`src/rtl/debounce_pkg.sv`:
```
// Shared constants and width helper for the debounce_array block and its channels.
package debounce_pkg;

    localparam int DEFAULT_DELAY_COUNTS = 2500;
    localparam int DEFAULT_HOLD_COUNTS  = 0;

    // Bits needed to hold 0..max_count, never less than one so a disabled counter still elaborates.
    function automatic int counter_width(input int max_count);
        return (max_count < 1) ? 1 : $clog2(max_count + 1);
    endfunction

endpackage

```
`src/rtl/debounce_channel.sv`:
```
// One debounced button: synchroniser, optional inversion, stability counter, level and event pulses.
module debounce_channel
    import debounce_pkg::*;
#(
    parameter int DELAY_COUNTS = DEFAULT_DELAY_COUNTS,
    parameter int HOLD_COUNTS  = DEFAULT_HOLD_COUNTS,
    parameter bit ACTIVE_LOW   = 1'b0
) (
    input  logic clk,
    input  logic reset,
    input  logic button_raw,
    output logic button_pressed,
    output logic press,
    output logic released,
    output logic long_press
);

    localparam int            CW        = counter_width(DELAY_COUNTS);
    localparam logic [CW-1:0] DELAY_MAX = CW'(DELAY_COUNTS);

    logic button_sync;
    logic s;

    synchroniser #(.STAGES(2)) u_sync (
        .clk (clk),
        .d   (button_raw),
        .q   (button_sync)
    );

    assign s = button_sync ^ ACTIVE_LOW;

    logic          prev_q, prev_d;
    logic [CW-1:0] count_q, count_d;
    logic          level_q, level_d;
    logic          press_q, press_d;
    logic          release_q, release_d;
    logic          settled;

    always_comb begin
        // NOTE: every output of this block gets a default first, so no path leaves a value unassigned and no latch is inferred.
        prev_d    = prev_q;
        count_d   = count_q;
        level_d   = level_q;
        press_d   = 1'b0;
        release_d = 1'b0;
        settled   = (s == prev_q) && (count_q == DELAY_MAX);

        if (s != prev_q) begin
            prev_d  = s;
            count_d = '0;
        end else if (!settled) begin
            count_d = count_q + CW'(1);
        end

        if (settled && (prev_q != level_q)) begin
            level_d   = prev_q;
            press_d   = prev_q;
            release_d = !prev_q;
        end
    end

    // NOTE: state registers use non-blocking assignments so every flop samples pre-edge values regardless of statement order.
    always_ff @(posedge clk) begin
        if (reset) begin
            prev_q    <= 1'b0;
            count_q   <= '0;
            level_q   <= 1'b0;
            press_q   <= 1'b0;
            release_q <= 1'b0;
        end else begin
            prev_q    <= prev_d;
            count_q   <= count_d;
            level_q   <= level_d;
            press_q   <= press_d;
            release_q <= release_d;
        end
    end

    assign button_pressed = level_q;
    assign press          = press_q;
    assign released       = release_q;

    generate
        if (HOLD_COUNTS == 0) begin : g_no_hold
            assign long_press = 1'b0;
        end else begin : g_hold
            localparam int            HW       = counter_width(HOLD_COUNTS);
            localparam logic [HW-1:0] HOLD_MAX = HW'(HOLD_COUNTS);

            logic [HW-1:0] hold_q, hold_d;
            logic          long_q, long_d;

            // Saturation at HOLD_MAX is what limits long_press to one pulse per press.
            always_comb begin
                hold_d = hold_q;
                long_d = 1'b0;
                if (!level_q) begin
                    hold_d = '0;
                end else if (hold_q != HOLD_MAX) begin
                    hold_d = hold_q + HW'(1);
                    long_d = (hold_d == HOLD_MAX);
                end
            end

            always_ff @(posedge clk) begin
                if (reset) begin
                    hold_q <= '0;
                    long_q <= 1'b0;
                end else begin
                    hold_q <= hold_d;
                    long_q <= long_d;
                end
            end

            assign long_press = long_q;
        end
    endgenerate

endmodule

```
`src/rtl/synchroniser.sv`:
```
// Plain multi-stage flop synchroniser for one asynchronous input bit.
module synchroniser #(
    parameter int STAGES = 2
) (
    input  logic clk,
    input  logic d,
    output logic q
);

    logic [STAGES-1:0] sync_q;
    logic [STAGES-1:0] sync_d;

    always_comb begin
        sync_d = {sync_q[STAGES-2:0], d};
    end

    // NOTE: no reset on these flops; they flush within STAGES cycles and a reset would only add a path into metastability-prone cells.
    always_ff @(posedge clk) begin
        sync_q <= sync_d;
    end

    assign q = sync_q[STAGES-1];

endmodule

```
`src/rtl/debounce_array.sv`:
```
// N independent debounced button channels with press, release and long-press event pulses.
module debounce_array
    import debounce_pkg::*;
#(
    parameter int N_CHANNELS   = 4,
    parameter int DELAY_COUNTS = DEFAULT_DELAY_COUNTS,
    parameter int HOLD_COUNTS  = DEFAULT_HOLD_COUNTS,
    parameter bit ACTIVE_LOW   = 1'b0
) (
    input  logic                  clk,
    input  logic                  reset,
    input  logic [N_CHANNELS-1:0] button,
    output logic [N_CHANNELS-1:0] button_pressed,
    output logic [N_CHANNELS-1:0] press,
    output logic [N_CHANNELS-1:0] released,
    output logic [N_CHANNELS-1:0] long_press
);

    for (genvar i = 0; i < N_CHANNELS; i++) begin : g_ch
        debounce_channel #(
            .DELAY_COUNTS (DELAY_COUNTS),
            .HOLD_COUNTS  (HOLD_COUNTS),
            .ACTIVE_LOW   (ACTIVE_LOW)
        ) u_channel (
            .clk            (clk),
            .reset          (reset),
            .button_raw     (button[i]),
            .button_pressed (button_pressed[i]),
            .press          (press[i]),
            .released       (released[i]),
            .long_press     (long_press[i])
        );
    end

endmodule

```
`config.mk`:
```
export PLATFORM = sky130hd
export DESIGN_NAME = debounce_array
export DESIGN_NICKNAME = d
export VERILOG_FILES = /design/src/rtl/debounce_pkg.sv /design/src/rtl/debounce_channel.sv /design/src/rtl/synchroniser.sv /design/src/rtl/debounce_array.sv
export SDC_FILE = /design/constraint.sdc
export NUM_CORES = 1
export LEC_CHECK = 0
export BUFFER_PORTS_ARGS = -buffer_cell sky130_fd_sc_hd__buf_2
export CELL_PAD_IN_SITES_DETAIL_PLACEMENT = 1
export CELL_PAD_IN_SITES_GLOBAL_PLACEMENT = 1
export CORE_ASPECT_RATIO = 1.75
export CORE_UTILIZATION = 50
export DETAILED_ROUTE_END_ITERATION = 10
export GPL_ROUTABILITY_DRIVEN = 0
export GPL_TIMING_DRIVEN = 1
export PLACE_DENSITY = 0.85
export RECOVER_POWER = 50
export SYNTH_ARGS = -nofsm -noshare
export SYNTH_HDL_FRONTEND = slang
export SYNTH_SLANG_ARGS = --single-unit
```
`constraint.sdc`:
```
create_clock -name clk -period 3.7 [get_ports clk]
set_input_delay 0.37 -clock clk [delete_from_list [all_inputs] [get_ports clk]]
set_output_delay 0.37 -clock clk [all_outputs]
set_load 0.02 [all_outputs]
```
==> flow_metrics.tcl <==
set metrics [dict create \
    status "complete, no violations" \
    antenna_cells 0 \
    path_clk_slew_ps 70 \
    clock_sinks 72 \
    dpl.hpwl_um 4374 \
    period_share 0.5510 \
    crit_chain "or3b_1 > or4_1 > nand4_1 > mux2_2" \
    hold_path_depth 1 \
    hp-class "in -> reg" \
    ys_seq_area_frac 0.4614 \
    ctsResizeCount 0 \
    setup_slack_ps 1661 \
    critPathMaxStageDelay_ps 680 \
    multi_input_area_um2 1488 \
    rows 37 \
    layout-drive-gt1-share 0.09565 \
    worstSetupPathType "reg -> reg" \
    min-delay-start "button[2]" \
    p_int_mw 1.201 \
    hold_violations 0 \
    synth_cell_types 40 \
    crit_arrival_ps 2280 \
    finish.utilization 0.5648 \
    max_slew_margin 0.5295 \
    path_buf_inv 0 \
    min_to "g_ch[2].u_channel.u_sync.sync_q[0]" \
    synthArstFlopShare 0 \
    seqPwrFrac 0.519 \
    hold-worst-slack_ps 115.4 \
    drt_iter0_drc 85 \
    yosysTopAreaCellShare 0.4614 \
    start_util 0.5232 \
    cts-htree-levels 3 \
    synth_area_leaders "dfxtp_1 (46%), nor2_1 (4.9%), xnor2_1 (4.5%), xor2_1 (4.5%), buf_4 (3.8%)" \
    fp.dieH_um 106.6 \
    setup_viol 0 \
    dp.cells 407 \
    postCtsSetupBuffers 0 \
    fin_skew_ps 5.917 \
    place_worst_setup_slack_ps 1693 \
    register_area_um2 1441 \
    yosysWarnings 0 \
    synth_largest_area_cell "dfxtp_1" \
    p_leak_nw 1.173 \
    r2r-start "g_ch[2].u_channel.count_q[6]" \
    max_freq_mhz 490.5 \
    final_antenna_net_count 0 \
    io_pins 22 \
    placed_area_um2 3168 \
    max-cap-violations 0 \
    drt_wl_total_um 6425 \
    grt_pass1_wl_um 10700 \
    clk_path_buf_depth 2 \
    synth_area_per_cell_um2 9.439 \
    power_density_nw_per_um2 457.3 \
    power_mw 1.543 \
    die_x_um 61.76 \
    avgViaCountPerCell 5.463 \
    root_buffer "clkbuf_8" \
    die_area_um2 6581 \
    vias 2311 \
    reg2reg_depth 4 \
    cts_made_buffers 9 \
    final_nets 354 \
    final_cells 423 \
    power_frac_comb 0.036 \
    final.min_clock_period_ps 2039 \
    drc_errors 0 \
    io_buffers 17 \
    synth_cells 331 \
    clk_latency_ps 350 \
    crit_path_top_delay_cell "or4_1" \
    yosys_register_bits 72 \
    crit_path_start_kind "flip-flop" \
    ys.flop_type "dfxtp_1" \
    reg2reg_to "g_ch[2].u_channel.count_q[3]" \
    cts_tree "done" \
    grt-ovfl-total 0 \
    p_clk_frac 0.445 \
    grt_usage 0.2224 \
    cpLargestDelayFamily "simple AND/OR/NAND/NOR gates" \
    routedWlPerCell_um 15.19 \
    dr.pass1.iters 4 \
    fin_area_um2 3373 \
    slew_violations 0 \
    synth_edf_count 0 \
    grt_pass1_vias 2436 \
    grt_max_degree 19 \
    worstPathRequired_ps 3940 \
    hold_buffers 0 \
    swShare 0.2212 \
    cp_max_fo 7 \
    coreArea_um2 5972 \
    switching_power_mw 0.3411 \
    antenna_found_initial 0 \
    worst_pin_slew_ps 705.7 \
    netlist_area_um2 3124 \
    area_delta_synth_final_pct 7.970 \
    rsz0062_at_grt "no" \
    regToRegSetupSlack_ps 1660 \
    critPathCaptureType "flip-flop" \
    vdd_drop_max_mv 0.2842 \
    fillerInstances 727 \
    setup_tns_ps 0 \
]
## registers in the layout, summed over array words and instances (netlist names)
| name | count |
|---|---|
| g_ch.u_channel.press | 4 |
| g_ch.u_channel.prev_q | 4 |
| g_ch.u_channel.released | 4 |
| g_ch.u_channel.count_q | 48 |
| g_ch.u_channel.button_pressed | 4 |
| g_ch.u_channel.u_sync.sync_q | 8 |
## synthesized netlist by cell type, types with 2 or more instances
| cell type | instances |
|---|---|
| nand4b_1 | 4 |
| clkbuf_1 | 5 |
| o21ai_0 | 12 |
| xor2_1 | 16 |
| nand4_1 | 11 |
| a21oi_1 | 13 |
| mux2i_1 | 8 |
| xnor2_1 | 16 |
| nor4b_1 | 5 |
| nor2b_1 | 4 |
| and4_1 | 3 |
| or3_1 | 9 |
| nor3_1 | 5 |
| or2_2 | 4 |
| inv_1 | 15 |
| nor4_1 | 5 |
| nand2_1 | 13 |
| mux2_2 | 2 |
| dfxtp_1 | 72 |
| nand2b_1 | 2 |
| and2b_1 | 2 |
| and3_1 | 4 |
| nor4_4 | 2 |
| or4_4 | 2 |
| nor2_1 | 41 |
| buf_4 | 16 |
| ha_1 | 8 |
| and3b_1 | 4 |
| nand3_1 | 17 |
## area by class of cell
type,count,share of cell area
clock buffers,10,0.04080
clock inverters,6,0.02448
inverters,15,0.01669
multi-input cells,225,0.4410
flip-flops and latches,72,0.4273
well taps,78,0.02893
repair buffers,17,0.02077
## placed cells by master (no fill, tap or decap), drive strengths merged, types with 3 or more instances in the layout
master	count
and3	5
a21oi	13
nand4b	4
and4	3
or2	4
or3	9
mux2i	8
clkbuf	22
and3b	4
ha	8
nor2b	4
or4	3
inv	15
xor2	16
o21ai	12
conb	4
nor2	41
dfxtp	72
nand3	17
buf	5
nor4b	5
nor4	7
nor3	6
nand2	13
nand4	11
clkinv	3
xnor2	16
## worst max path at each step
| stage | end | slack, ps | cells past startpoint | start |
|---|---|---|---|---|
| 3_5_place_dp | g_ch[2].u_channel.count_q[3] | 1690 | 4 | g_ch[2].u_channel.count_q[6] |
| 6_report | g_ch[2].u_channel.count_q[3] | 1660 | 4 | g_ch[2].u_channel.count_q[6] |
| 3_3_place_gp | g_ch[2].u_channel.count_q[3] | 1750 | 4 | g_ch[2].u_channel.count_q[6] |
| 5_1_grt | g_ch[1].u_channel.count_q[3] | 1520 | 6 | g_ch[1].u_channel.count_q[0] |
| 4_1_cts | g_ch[1].u_channel.count_q[3] | 1640 | 6 | g_ch[1].u_channel.count_q[0] |
| 2_1_floorplan | g_ch[2].u_channel.count_q[3] | 1840 | 5 | g_ch[2].u_channel.count_q[6] |
## cells by family after synthesis
kind of cell / after synthesis / share of synthesized area
compound gates: 26 / 0.04325
other cells: 1 / 0.001200
mux: 10 / 0.03284
buf+inv: 37 / 0.06608
xor+xnor: 32 / 0.08970
fa+ha+maj: 8 / 0.03204
simple gates: 145 / 0.2735
flops: 72 / 0.4614
## power by group through the flow
stage	clock [mW]	sequential (mW)	combinational (mW)
5_1_grt	0.728	0.803	0.0623
3_5_place_dp	0	0.819	0.0559
3_3_place_gp	0	0.818	0.0530
6_report	0.686	0.801	0.0550
4_1_cts	0.704	0.801	0.0565
2_1_floorplan	0	0.815	0.0461
## per-layer routing
metal / global-route usage / share of wire / up-vias
met1: 0.2202 / 0.40 / 1137
met5: 0 / 0 / -
met4: 0.08889 / 0.015 / 0
met2: 0.4078 / 0.56 / 31
li1: - / - / 1134
met3: 0.06393 / 0.027 / 9
Note: power is estimated with default switching activity, not from simulation.
